### src/rtl/i2c_master_if.sv
// Command handshake and I2C bus pins shared by the single-byte I2C initiator and its controller.
// sda_in carries the resolved open-drain level; the initiator only ever pulls low via sda_oe.
interface i2c_master_if;
    logic       start;
    logic       rw;
    logic [6:0] addr;
    logic [7:0] wdata;
    logic       busy;
    logic       done;
    logic       ack_err;
    logic [7:0] rdata;
    logic       scl_out;
    logic       sda_oe;
    logic       sda_in;

    modport master (
        input  start, rw, addr, wdata, sda_in,
        output busy, done, ack_err, rdata, scl_out, sda_oe
    );

    modport slave (
        output start, rw, addr, wdata, sda_in,
        input  busy, done, ack_err, rdata, scl_out, sda_oe
    );
endinterface

### src/rtl/i2c_master.sv
// Single-byte I2C initiator: START, address+R/W, ACK, one data byte, ACK/NACK, STOP.
// done rises on the 80*CLK_DIV-th clk edge after the accept edge (44*CLK_DIV on address NACK).
//
// state    | meaning
// IDLE     | bus released, waiting for start
// START    | SDA falls while SCL high, then SCL low
// ADDR     | eight address/RW bit slots
// ADDR_ACK | target acknowledges the address
// WDATA    | eight write-data bit slots
// WACK     | target acknowledges the write byte
// RDATA    | eight read bit slots, SDA released
// RNACK    | master NACKs the read byte, rdata loaded
// STOP     | SDA rises while SCL high
module i2c_master #(
    parameter int CLK_DIV = 4
) (
    input  logic    clk,
    input  logic    reset,
    i2c_master_if.master bus
);
    localparam int CW = $clog2(CLK_DIV);
    localparam logic [CW-1:0] QMAX = CW'(CLK_DIV - 1);

    typedef enum logic [3:0] {
        S_IDLE, S_START, S_ADDR, S_ADDR_ACK, S_WDATA, S_WACK, S_RDATA, S_RNACK, S_STOP
    } state_t;

    state_t        state_q, state_d;
    logic [CW-1:0] qcnt_q, qcnt_d;
    logic [1:0]    qidx_q, qidx_d;
    logic [2:0]    bitcnt_q, bitcnt_d;
    logic [7:0]    shreg_q, shreg_d;
    logic [7:0]    wdata_q, wdata_d;
    logic [7:0]    rsh_q, rsh_d;
    logic [7:0]    rdata_q, rdata_d;
    logic          rw_q, rw_d;
    logic          busy_q, busy_d;
    logic          done_q, done_d;
    logic          ack_err_q, ack_err_d;
    logic          scl_q, scl_d;
    logic          sda_oe_q, sda_oe_d;

    logic last_clk, slot_end, sample;

    always_comb begin
        state_d   = state_q;
        qcnt_d    = qcnt_q;
        qidx_d    = qidx_q;
        bitcnt_d  = bitcnt_q;
        shreg_d   = shreg_q;
        wdata_d   = wdata_q;
        rsh_d     = rsh_q;
        rdata_d   = rdata_q;
        rw_d      = rw_q;
        busy_d    = busy_q;
        done_d    = 1'b0;
        ack_err_d = ack_err_q;

        last_clk = (qcnt_q == QMAX);
        slot_end = last_clk && (qidx_q == 2'd3);
        sample   = (qidx_q == 2'd3) && (qcnt_q == '0);

        if (state_q != S_IDLE) begin
            qcnt_d = last_clk ? '0 : qcnt_q + CW'(1);
            if (last_clk) qidx_d = qidx_q + 2'd1;
        end

        case (state_q)
            S_IDLE: begin
                if (bus.start) begin
                    shreg_d   = {bus.addr, bus.rw};
                    wdata_d   = bus.wdata;
                    rw_d      = bus.rw;
                    busy_d    = 1'b1;
                    ack_err_d = 1'b0;
                    qcnt_d    = '0;
                    qidx_d    = 2'd0;
                    bitcnt_d  = 3'd0;
                    state_d   = S_START;
                end
            end
            S_START: begin
                if (slot_end) begin
                    bitcnt_d = 3'd0;
                    state_d  = S_ADDR;
                end
            end
            S_ADDR, S_WDATA: begin
                if (slot_end) begin
                    shreg_d  = {shreg_q[6:0], 1'b0};
                    bitcnt_d = bitcnt_q + 3'd1;
                    if (bitcnt_q == 3'd7) state_d = (state_q == S_ADDR) ? S_ADDR_ACK : S_WACK;
                end
            end
            S_ADDR_ACK: begin
                if (sample && bus.sda_in) ack_err_d = 1'b1;
                // ack_err_q is already updated here because the sample clk precedes slot_end
                if (slot_end) begin
                    bitcnt_d = 3'd0;
                    if (ack_err_q) begin
                        state_d = S_STOP;
                    end else if (rw_q) begin
                        state_d = S_RDATA;
                    end else begin
                        shreg_d = wdata_q;
                        state_d = S_WDATA;
                    end
                end
            end
            S_WACK: begin
                if (sample && bus.sda_in) ack_err_d = 1'b1;
                if (slot_end) state_d = S_STOP;
            end
            S_RDATA: begin
                if (sample) rsh_d = {rsh_q[6:0], bus.sda_in};
                if (slot_end) begin
                    bitcnt_d = bitcnt_q + 3'd1;
                    if (bitcnt_q == 3'd7) state_d = S_RNACK;
                end
            end
            S_RNACK: begin
                if (slot_end) begin
                    rdata_d = rsh_q;
                    state_d = S_STOP;
                end
            end
            S_STOP: begin
                if (slot_end) begin
                    done_d  = 1'b1;
                    busy_d  = 1'b0;
                    qcnt_d  = '0;
                    qidx_d  = 2'd0;
                    state_d = S_IDLE;
                end
            end
            default: state_d = S_IDLE;
        endcase

        // Bus levels are derived from the next quarter so the pins register in step with it
        scl_d    = 1'b1;
        sda_oe_d = 1'b0;
        case (state_d)
            S_START: begin
                scl_d    = (qidx_d != 2'd3);
                sda_oe_d = qidx_d[1];
            end
            S_ADDR, S_WDATA: begin
                scl_d    = qidx_d[1];
                sda_oe_d = ~shreg_d[7];
            end
            S_ADDR_ACK, S_WACK, S_RDATA, S_RNACK: begin
                scl_d    = qidx_d[1];
                sda_oe_d = 1'b0;
            end
            S_STOP: begin
                scl_d    = (qidx_d != 2'd0);
                sda_oe_d = ~qidx_d[1];
            end
            default: begin
                scl_d    = 1'b1;
                sda_oe_d = 1'b0;
            end
        endcase
    end

    always_ff @(posedge clk) begin
        if (reset) begin
            state_q   <= S_IDLE;
            qcnt_q    <= '0;
            qidx_q    <= 2'd0;
            bitcnt_q  <= 3'd0;
            shreg_q   <= 8'h00;
            wdata_q   <= 8'h00;
            rsh_q     <= 8'h00;
            rdata_q   <= 8'h00;
            rw_q      <= 1'b0;
            busy_q    <= 1'b0;
            done_q    <= 1'b0;
            ack_err_q <= 1'b0;
            scl_q     <= 1'b1;
            sda_oe_q  <= 1'b0;
        end else begin
            state_q   <= state_d;
            qcnt_q    <= qcnt_d;
            qidx_q    <= qidx_d;
            bitcnt_q  <= bitcnt_d;
            shreg_q   <= shreg_d;
            wdata_q   <= wdata_d;
            rsh_q     <= rsh_d;
            rdata_q   <= rdata_d;
            rw_q      <= rw_d;
            busy_q    <= busy_d;
            done_q    <= done_d;
            ack_err_q <= ack_err_d;
            scl_q     <= scl_d;
            sda_oe_q  <= sda_oe_d;
        end
    end

    assign bus.busy    = busy_q;
    assign bus.done    = done_q;
    assign bus.ack_err = ack_err_q;
    assign bus.rdata   = rdata_q;
    assign bus.scl_out = scl_q;
    assign bus.sda_oe  = sda_oe_q;
endmodule

### src/flat_wrapper.sv
// flat-port wrapper written by rule: the top's interface ports become plain ports
module i2c_master_flat 
#(
    parameter int CLK_DIV = 4
)
  (clk, reset, bus_start, bus_rw, bus_addr, bus_wdata, bus_sda_in, bus_busy, bus_done, bus_ack_err, bus_rdata, bus_scl_out, bus_sda_oe);
  i2c_master_if bus_i ();
  input  logic clk;
  input  logic reset;
  input wire logic [$bits(bus_i.start)-1:0] bus_start;
  input wire logic [$bits(bus_i.rw)-1:0] bus_rw;
  input wire logic [$bits(bus_i.addr)-1:0] bus_addr;
  input wire logic [$bits(bus_i.wdata)-1:0] bus_wdata;
  input wire logic [$bits(bus_i.sda_in)-1:0] bus_sda_in;
  output wire logic [$bits(bus_i.busy)-1:0] bus_busy;
  output wire logic [$bits(bus_i.done)-1:0] bus_done;
  output wire logic [$bits(bus_i.ack_err)-1:0] bus_ack_err;
  output wire logic [$bits(bus_i.rdata)-1:0] bus_rdata;
  output wire logic [$bits(bus_i.scl_out)-1:0] bus_scl_out;
  output wire logic [$bits(bus_i.sda_oe)-1:0] bus_sda_oe;
  assign bus_i.start = bus_start;
  assign bus_i.rw = bus_rw;
  assign bus_i.addr = bus_addr;
  assign bus_i.wdata = bus_wdata;
  assign bus_i.sda_in = bus_sda_in;
  assign bus_busy = bus_i.busy;
  assign bus_done = bus_i.done;
  assign bus_ack_err = bus_i.ack_err;
  assign bus_rdata = bus_i.rdata;
  assign bus_scl_out = bus_i.scl_out;
  assign bus_sda_oe = bus_i.sda_oe;
  i2c_master #(.CLK_DIV(CLK_DIV)) u_core (.clk(clk), .reset(reset), .bus(bus_i));
endmodule
### config.mk
export PLATFORM = sky130hd
export DESIGN_NAME = i2c_master_flat
export DESIGN_NICKNAME = d
export VERILOG_FILES = /design/src/rtl/i2c_master_if.sv /design/src/rtl/i2c_master.sv /design/src/flat_wrapper.sv
export SDC_FILE = /design/constraint.sdc
export NUM_CORES = 1
export LEC_CHECK = 0
export CORE_MARGIN = 10
export CORE_UTILIZATION = 35
export CTS_CLUSTER_SIZE = 40
export DETAILED_ROUTE_END_ITERATION = 8
export SLEW_MARGIN = 20
export SYNTH_ARGS = -nofsm -noshare
export SYNTH_HDL_FRONTEND = slang
export SYNTH_SLANG_ARGS = --single-unit
### constraint.sdc
create_clock -name clk -period 2.42 [get_ports clk]
set_input_delay 0.242 -clock clk [delete_from_list [all_inputs] [get_ports clk]]
set_output_delay 0.242 -clock clk [all_outputs]
set_load 0.01 [all_outputs]
==> Yosys cells after proc, flatten, opt, wreduce, memory -nomap -nowiden <==
Cells that the tools add are included.
{ "classes": {"n_eq_ne": 29, "reduce_logical": 26, "add_sub_neg": 3, "bitwise": 3, "muxes": 42} }
{ "op_table": {"columns": ["op", "count"], "rows": [
  ["$mux 4", 10],
  ["$mux 8", 5],
  ["$eq 4x3->1 const B", 8],
  ["$pmux 4 s7", 1],
  ["$pmux 8 s3", 1],
  ["$mux 2", 9],
  ["$eq 4x2->1 const B", 4],
  ["$mux 3", 4],
  ["$ne 2x1->1 const B", 6],
  ["$reduce_or 2->1", 6],
  ["$pmux 3 s3", 1],
  ["$eq 4x1->1 const B", 2],
  ["$eq 4x4->1 const B", 2],
  ["$ne 2x2->1 const B", 4],
  ["$pmux 2 s2", 2],
  ["$pmux 1 s3", 2],
  ["$reduce_and 2->1", 3],
  ["$reduce_and 3->1", 2],
  ["$reduce_and 6->1", 1],
  ["$reduce_bool 2->1", 3],
  ["$reduce_bool 3->1", 2],
  ["$reduce_or 6->1", 1],
  ["$mux 1", 5],
  ["$add 2x1->2 const B", 2],
  ["other kinds (11)", 17]
]} }
{ "totals": {"register_bits": 49, "elab_cells": 118} }

==> Longest topological paths before layout <==
Gate-level depths: netlist of run 1.
{ "logic_depth": {"depth_word": 8, "ltp_mapped": 7, "ltp_nobuf": 7} }

==> Worst setup path after synthesis of run 1 <==
No wires, ideal clock.
{ "synth_path": {"path_type": "reg-to-reg", "startpoint": "register u_core.state_q[1]", "endpoint": "register u_core.sda_oe_q, in the netlist u_core.bus.sda_oe", "n_path_buf": 2, "t_arrival_ps": 1875, "path_slack_ps": 424, "path_stages_with_launch": 8, "synth_period_minus_slack_ps": 1996, "t_required_ps": 2298, "path_cell_list": "dfxtp_1 buf_2 or4_4 buf_6 mux2i_1 a32oi_1 and4b_1 a221o_1"} }
{ "synth_via": {"elab_chain_cells": 8, "word_cells_on_any_way": 36} }
{ "synth_rtl": {"columns": ["element", "line_no", "source"], "rows": [
  ["start: declaration", "i2c_master.sv:28", "state_t state_q, state_d;"],
  ["start signal: assignment", "i2c_master.sv:183", "state_q <= state_d;"],
  ["$eq 4x2->1", "i2c_master.sv:68, i2c_master.sv:92", null],
  ["$mux 3", "i2c_master.sv:92", "if (bitcnt_q == 3'd7) state_d = (state_q == S_ADDR) ? S_ADDR_ACK : S_WACK;"],
  ["$mux 4", "i2c_master.sv:92", null],
  ["$mux 4", "i2c_master.sv:89", "if (slot_end) begin"],
  ["$pmux 4 s7", "i2c_master.sv:68", "case (state_q)"],
  ["$eq 4x2->1 or $eq 4x3->1 (tied branches)", "i2c_master.sv:142", "case (state_d)"],
  ["$reduce_or 2->1", "i2c_master.sv:142", null],
  ["$pmux 1 s3 *", "i2c_master.sv:142", null],
  ["end signal: assignment", "i2c_master.sv:196", "sda_oe_q <= sda_oe_d;"],
  ["end: declaration", "i2c_master.sv:41", "logic sda_oe_q, sda_oe_d;"]
]} }
Every way passes the cells marked *; elsewhere a longest branch is shown, timed or not.
A chain may end at the register's enable or synchronous reset.

==> Final worst setup path of run 1 <==
{ "layout_path": {"startpoint": "register u_core.qcnt_q[0]", "endpoint": "register u_core.sda_oe_q, in the netlist u_core.bus.sda_oe"} }
{ "layout_via": {"elab_chain_cells": 7, "word_cells_on_any_way": 25} }
{ "layout_rtl": {"columns": ["element", "line_no", "source"], "rows": [
  ["start: declaration", "i2c_master.sv:29", "logic [CW-1:0] qcnt_q, qcnt_d;"],
  ["start signal: assignment", "i2c_master.sv:184", "qcnt_q <= qcnt_d;"],
  ["$eq 2x2->1 *", "i2c_master.sv:59", "last_clk = (qcnt_q == QMAX);"],
  ["$logic_and 1x1->1 or $mux 2 (tied branches)", "i2c_master.sv:60, i2c_master.sv:65", null],
  ["$mux 4, or another cell as far along", "i2c_master.sv:128", "if (slot_end) begin"],
  ["$pmux 4 s7, or another cell as far along", "i2c_master.sv:68", null],
  ["$eq 4x2->1, or another cell as far along", "i2c_master.sv:142", null],
  ["$reduce_or 2->1 or $not 1->1 (tied branches)", "i2c_master.sv:142, i2c_master.sv:157", null],
  ["$pmux 1 s3 *", "i2c_master.sv:142", null]
]} }
Every way passes the cells marked *; elsewhere a longest branch is shown, timed or not. The select of a mux whose other input is x is not followed.

==> reports/results.ini, run 1 <==
[status]
status = completed

[placement]
dpl.cell_count = 354
dp_hpwl_mm = 3.78
io_buffers = 32
gp_congestion = 0.887

[pwr]
internal_power_uw = 1110
vdd_drop_max_v = 0.000346
pwr_density_cell_nw_per_um2 = 540
power_uw = 1490
p_sw_uw = 379
comb_power_share = 0.091
p_sw_frac = 0.255
pwr-share-clk = 0.342
p_seq_frac = 0.567
leakagePower_uw = 0.000982

[global_route]
grt_pass1_wl_mm = 8.96
grt_pass1_vias = 1859
overflow = 0
grt_max_degree = 41
antenna_found_initial = 0
grt.total_usage = 0.107

[routing]
drc_errors = 0
route.vias.total = 1893
antenna_left = 0
wire_per_inst_um = 14.4
drt_wl_total_mm = 5.22
vias_per_cell = 5.23
drt_iter0_drc = 177
first_pass_iters = 5

[cells_and_area]
fin_cells = 362
synthToLayoutAreaGrowth_pct = 23.5
fillers = 635
nNetsFinal = 309
multi_input_area_um2 = 1140
diodes = 0
regArea_um2 = 981
layout-drive-gt1-share = 0.109

[floorplanning]
die_y_um = 99.8
core_um2 = 6280
die_area_um2 = 9960
die_w_um = 99.8
io_pins = 33
initial_core_util = 0.355
num_rows = 29

[synth]
synth_area_leaders = dfxtp_1 (44%), mux2i_1 (8.1%), a21oi_1 (6.3%)
syn-cell-area_um2 = 2230
yosysTopAreaCellShare = 0.440
synthArstFlopShare = 0
syn-num-nets = 274
synth_warnings = 0
synth_top_cell_by_area = dfxtp_1
synth_seq_cells = 49
ys_seq_area_frac = 0.440
synth.distinct_cells = 48
synth_cells = 249
synth-main-ff-cell = dfxtp_1
postSynthAreaPerCell_um2 = 8.95
synth_edf_count = 0

[cts]
clk_pin_slew_ns = 0.10
tritoncts = done
cts_resized = 0
postCtsHoldBufs = 0
cts_root_buf = clkbuf_8
clk_path_buf_depth = 2
numCtsBuffers = 5
cts_setup_buffers = 0
clk_latency_ns = 0.31
cts_htree_levels = 2
clock_sinks = 49

[min_path]
holdPathEnd = u_core.bitcnt_q[2]$_SDFFE_PP0P_
hold_depth = 2
hold_start = u_core.bitcnt_q[2]$_SDFFE_PP0P_
hp-class = reg -> reg

[job]
max_cap_viol_count = 0

[critical_path]
crit_path_start_kind = flip-flop
worstPathMaxFanout = 11
critPathArrivalTime_ns = 2.33
rr_worst_depth = 6
path_class = reg -> reg
rrSetupSlack_ns = 0.29
worstReg2RegEnd = u_core.bus.sda_oe$_SDFF_PP0_
crit_required_ns = 2.62
end_kind = flip-flop
r2r-start = u_core.qcnt_q[0]$_SDFF_PP0_

[sta]
tns_ns = 0
fin_skew_ns = 0.00634
timing.fmax_mhz = 469
fin_crit_sh = 0.881
hold_viol_final = 0
slew_headroom = 0.624
worstMarginPinSlew_ns = 0.564
rsz0062_at_grt = false
setup_viol = 0
period_needed_ns = 2.13
slew_violations = 0

==> cells in the final DEF, fill, tap and decap left out, types with 5 or more instances in the layout <==
cell type / n
a21oi_1: 28
ha_1: 5
nand3_1: 8
buf_4: 10
dfxtp_1: 49
clkbuf_8: 5
mux2i_1: 18
nor2_1: 33
inv_1: 5
nand2_1: 31
a222oi_1: 7
clkdlybuf4s50_1: 32
nor3_1: 8
==> through the flow <==
stage | area (um^2) | utilization | hold WS, ns | setup slack [ns]
6_report | 2750 | 0.438 | 0.463 | 0.288
5_1_grt | 2750 | 0.438 | 0.484 | 0.146
4_1_cts | 2750 | 0.438 | 0.462 | 0.315
3_5_place_dp | 2660 | 0.423 | 0.452 | 0.312
3_3_place_gp | 2660 | 0.423 | 0.444 | 0.347
2_1_floorplan | 2230 | - | 0.322 | 0.424
==> final cells by class <==
class,instances,area share
sequential,49,0.357
multi-input combinational,179,0.415
clock buffer,5,0.0250
timing repair buffer,43,0.151
inverter,6,0.00819
clock inverter,3,0.00910
tap,77,0.0350
==> registers in the layout (all words and copies together) (netlist names), 2 cells and up <==
name and count:
u_core.state_q 4, u_core.bus.rdata 8, u_core.bitcnt_q 3, u_core.qcnt_q 2, u_core.wdata_q 8, u_core.qidx_q 2
u_core.shreg_q 8, u_core.rsh_q 8
==> worst max-delay path, stage by stage (launching register included) <==
cell     delay (ns)
dfxtp_1        0.39
ha_1           0.38
nand2_1        0.24
a21bo_2        0.29
a32oi_1        0.24
and4b_1        0.24
a221o_1        0.25
==> power by group through the flow <==
stage          sequential, uW  clock, uW  combinational [uW]
3_5_place_dp              861          0                 136
2_1_floorplan             855          0                80.5
5_1_grt                   845        556                 150
6_report                  842        509                 135
3_3_place_gp              860          0                 135
4_1_cts                   842        529                 136
==> Yosys cell counts (2+ instances only) <==
cell type	count
dfxtp_1	49
nor2_1	33
nand2_1	31
a21oi_1	28
mux2i_1	18
nand3_1	8
nor3_1	8
a222oi_1	7
buf_2	6
clkbuf_1	6
ha_1	5
inv_1	5
a22oi_1	2
a32oi_1	2
buf_6	2
nand2b_1	2
nor3b_1	2
nor4_2	2
o2111ai_1	2
o21ai_0	2
or3b_1	2
==> cell families (layout without fill, tap and decap cells) <==
| kind of cell | after synthesis | after routing | share of synthesized area |
|---|---|---|---|
| simple gates | 99 | 99 | 0.225 |
| compound gates | 56 | 56 | 0.175 |
| flops | 49 | 49 | 0.440 |
| buf+inv | 21 | 57 | 0.0472 |
| mux | 18 | 18 | 0.0809 |
| fa+ha+maj | 5 | 5 | 0.0281 |
| xor+xnor | 1 | 1 | 0.00393 |
==> worst max path at each step <==
stage                                  from                      endpoint  slack [ns]  cells after the start
2_1_floorplan  u_core.state_q[1]$_SDFF_PP0_  u_core.bus.sda_oe$_SDFF_PP0_        0.42                      7
3_3_place_gp                      bus_start  u_core.bus.sda_oe$_SDFF_PP0_        0.35                      6
3_5_place_dp                      bus_start  u_core.bus.sda_oe$_SDFF_PP0_        0.31                      6
4_1_cts         u_core.qcnt_q[0]$_SDFF_PP0_  u_core.bus.sda_oe$_SDFF_PP0_        0.31                      6
5_1_grt         u_core.qcnt_q[0]$_SDFF_PP0_  u_core.bus.sda_oe$_SDFF_PP0_        0.15                      6
6_report        u_core.qcnt_q[0]$_SDFF_PP0_  u_core.bus.sda_oe$_SDFF_PP0_        0.29                      6
==> layer usage <==
metal | vias up | routed length (um) | global-route usage
met5 | - | 0 | 0
met4 | 0 | 40 | 0.0375
met3 | 4 | 369 | 0.0398
met2 | 51 | 2410 | 0.162
met1 | 871 | 2400 | 0.137
li1 | 967 | - | -
Note: power is estimated with default switching activity, not from simulation.
==> run 2: changes to the inputs <==
--- a/config.mk
+++ b/config.mk
@@ -6,9 +6,10 @@
 export NUM_CORES = 1
 export LEC_CHECK = 0
 export CORE_MARGIN = 10
-export CORE_UTILIZATION = 35
+export CORE_UTILIZATION = 53
 export CTS_CLUSTER_SIZE = 40
 export DETAILED_ROUTE_END_ITERATION = 8
+export PLACE_DENSITY = 0.78
 export SLEW_MARGIN = 20
 export SYNTH_ARGS = -nofsm -noshare
 export SYNTH_HDL_FRONTEND = slang
==> reports/results.ini, run 2 (synthesis results as in run 1) <==
[floorplanning]
die_y_um = 84.8  ; was 99.8 um
die_area_um2 = 7200  ; was 9960 um^2
core_um2 = 4030  ; was 6280 um^2
num_rows = 23  ; was 29
io_pins = 33  ; unchanged
die_w_um = 84.8  ; was 99.8 um
initial_core_util = 0.553  ; was 0.355

[global_route]
grt.total_usage = 0.146  ; was 0.107
grt_pass1_wl_mm = 9.02  ; was 8.96 mm
grt_pass1_vias = 1965  ; was 1859
grt_max_degree = 23  ; was 41
overflow = 0  ; unchanged
antenna_found_initial = 0  ; unchanged

[cts]
tritoncts = done  ; unchanged
cts_resized = 0  ; unchanged
clk_pin_slew_ns = 0.09  ; was 0.10 ns
clock_sinks = 49  ; unchanged
clk_path_buf_depth = 2  ; unchanged
cts_htree_levels = 2  ; unchanged
cts_root_buf = clkbuf_8  ; unchanged
numCtsBuffers = 5  ; unchanged
postCtsHoldBufs = 0  ; unchanged
clk_latency_ns = 0.30  ; was 0.31 ns
cts_setup_buffers = 0  ; unchanged

[pwr]
leakagePower_uw = 0.000996  ; was 0.000982 uW
p_seq_frac = 0.535  ; was 0.567
internal_power_uw = 1230  ; was 1110 uW
p_sw_frac = 0.218  ; was 0.255
pwr-share-clk = 0.381  ; was 0.342
p_sw_uw = 343  ; was 379 uW
vdd_drop_max_v = 0.000519  ; was 0.000346 V
pwr_density_cell_nw_per_um2 = 575  ; was 540 nW/um^2
comb_power_share = 0.085  ; was 0.091

[cells_and_area]
regArea_um2 = 981  ; unchanged
diodes = 0  ; unchanged
synthToLayoutAreaGrowth_pct = 22.7  ; was 23.5%
multi_input_area_um2 = 1140  ; unchanged
nNetsFinal = 310  ; was 309
most-common-layout-cells = dfxtp_1 (49), nor2_1 (33), clkdlybuf4s50_1 (32)  ; unchanged
layout-drive-gt1-share = 0.108  ; was 0.109
fillers = 334  ; was 635
final_common_cell = dfxtp_1  ; unchanged

[routing]
route.vias.total = 1980  ; was 1893
vias_per_cell = 5.89  ; was 5.23
wire_per_inst_um = 15.3  ; was 14.4 um
first_pass_iters = 5  ; unchanged
antenna_left = 0  ; unchanged
drt_iter0_drc = 233  ; was 177
drt_wl_total_mm = 5.16  ; was 5.22 mm
drc_errors = 0  ; unchanged

[job]
max_cap_viol_count = 0  ; unchanged

[status]
status = completed  ; unchanged

[critical_path]
worstPathMaxFanout = 11  ; unchanged
crit_required_ns = 2.62  ; about the same
crit_path_start_kind = flip-flop  ; unchanged
critPathArrivalTime_ns = 2.35  ; was 2.33 ns
cp_slowest_cell = dfxtp_1  ; unchanged
max_stage_delay_ns = 0.37  ; was 0.39 ns
crit_family = compound AO/OA/AOI/OAI gates  ; unchanged
path_cells = ha_1 > nand2_1 > a21bo_2 > a32oi_1 > and4b_1 > a221o_1  ; unchanged
critPathBufInv = 0  ; unchanged
path_class = reg -> reg  ; unchanged
end_kind = flip-flop  ; unchanged

[sta]
slew_headroom = 0.638  ; was 0.624
fin_skew_ns = 0.00842  ; was 0.00634 ns
worstMarginPinSlew_ns = 0.542  ; was 0.564 ns
setup_viol = 0  ; unchanged
hold_viol_final = 0  ; unchanged
slew_violations = 0  ; unchanged
period_needed_ns = 2.15  ; was 2.13 ns
tns_ns = 0  ; unchanged
fin_crit_sh = 0.889  ; was 0.881
timing.fmax_mhz = 465  ; was 469 MHz
whs_ns = 0.458  ; was 0.463 ns
rsz0062_at_grt = false  ; unchanged

[placement]
dp_hpwl_mm = 3.70  ; was 3.78 mm
gp_congestion = 0.905  ; was 0.887
io_buffers = 32  ; unchanged

[min_path]
hp-class = reg -> reg  ; unchanged

## run 2: cell types whose count changed in the layout (fill, tap and decap cells not counted), sizes merged
cell      previous run  this run
bufinv               0         1
clkbuf               5         7
buf                 11        12
clkinvlp             1         0
inv                  8         6
## run 2: layer usage
metal	wire (um)	global-route usage	up-vias
li1	-	-	968
met1	2260	0.183	934
met2	2440	0.231	72
met3	385	0.0468	6
met4	74	0.0494	0
met5	0	0	-
## run 2: power groups by stage
stage	clock [uW]	combinational (uW)	sequential (uW)
floorplan	0	80.5	855
detailed placement	0	132	860
CTS	604	133	841
global placement	0	130	859
finish	599	133	842
global route	633	149	845
## run 2: final timing paths
path / start / cells after the start / slack [ns] / end
worst min register to register: u_core.bitcnt_q[1]$_SDFFE_PP0P_ / 2 / 0.46 / u_core.bitcnt_q[1]$_SDFFE_PP0P_
worst max-delay path: u_core.qcnt_q[0]$_SDFF_PP0_ / 6 / 0.27 / u_core.bus.sda_oe$_SDFF_PP0_
worst min-delay path: u_core.bitcnt_q[1]$_SDFFE_PP0P_ / 2 / 0.46 / u_core.bitcnt_q[1]$_SDFFE_PP0P_
worst max register to register: u_core.qcnt_q[0]$_SDFF_PP0_ / 6 / 0.27 / u_core.bus.sda_oe$_SDFF_PP0_
## run 2: worst min-delay path: stages (launching register included)
cell	delay, ns
dfxtp_1	0.32
nand2_1	0.05
a21oi_1	0.05
## run 2: stage by stage
step	instance area, um^2	instances	utilization	setup slack (ns)	total power [uW]
floorplan	2230	249	-	0.424	935
global placement	2620	328	0.650	0.332	990
detailed placement	2620	328	0.650	0.266	992
CTS	2740	336	0.679	0.280	1580
global route	2740	336	0.679	0.172	1630
finish	2740	336	0.679	0.269	1570
## run 2: cell type report
cell class / count / share of cell area
Tap cell: 50 / 0.0229
Inverter: 6 / 0.00823
Clock inverter: 1 / 0.0110
Multi-Input combinational cell: 179 / 0.418
Timing Repair Buffer: 44 / 0.150
Sequential cell: 49 / 0.359
Clock buffer: 7 / 0.0316
==> run 3: changes to the inputs <==
--- a/config.mk
+++ b/config.mk
@@ -10,7 +10,6 @@
 export CTS_CLUSTER_SIZE = 40
 export DETAILED_ROUTE_END_ITERATION = 8
 export PLACE_DENSITY = 0.78
-export SLEW_MARGIN = 20
 export SYNTH_ARGS = -nofsm -noshare
 export SYNTH_HDL_FRONTEND = slang
 export SYNTH_SLANG_ARGS = --single-unit
==> results of run 3 <==
The final DEF is identical to that of run 2; final timing and power are the same.
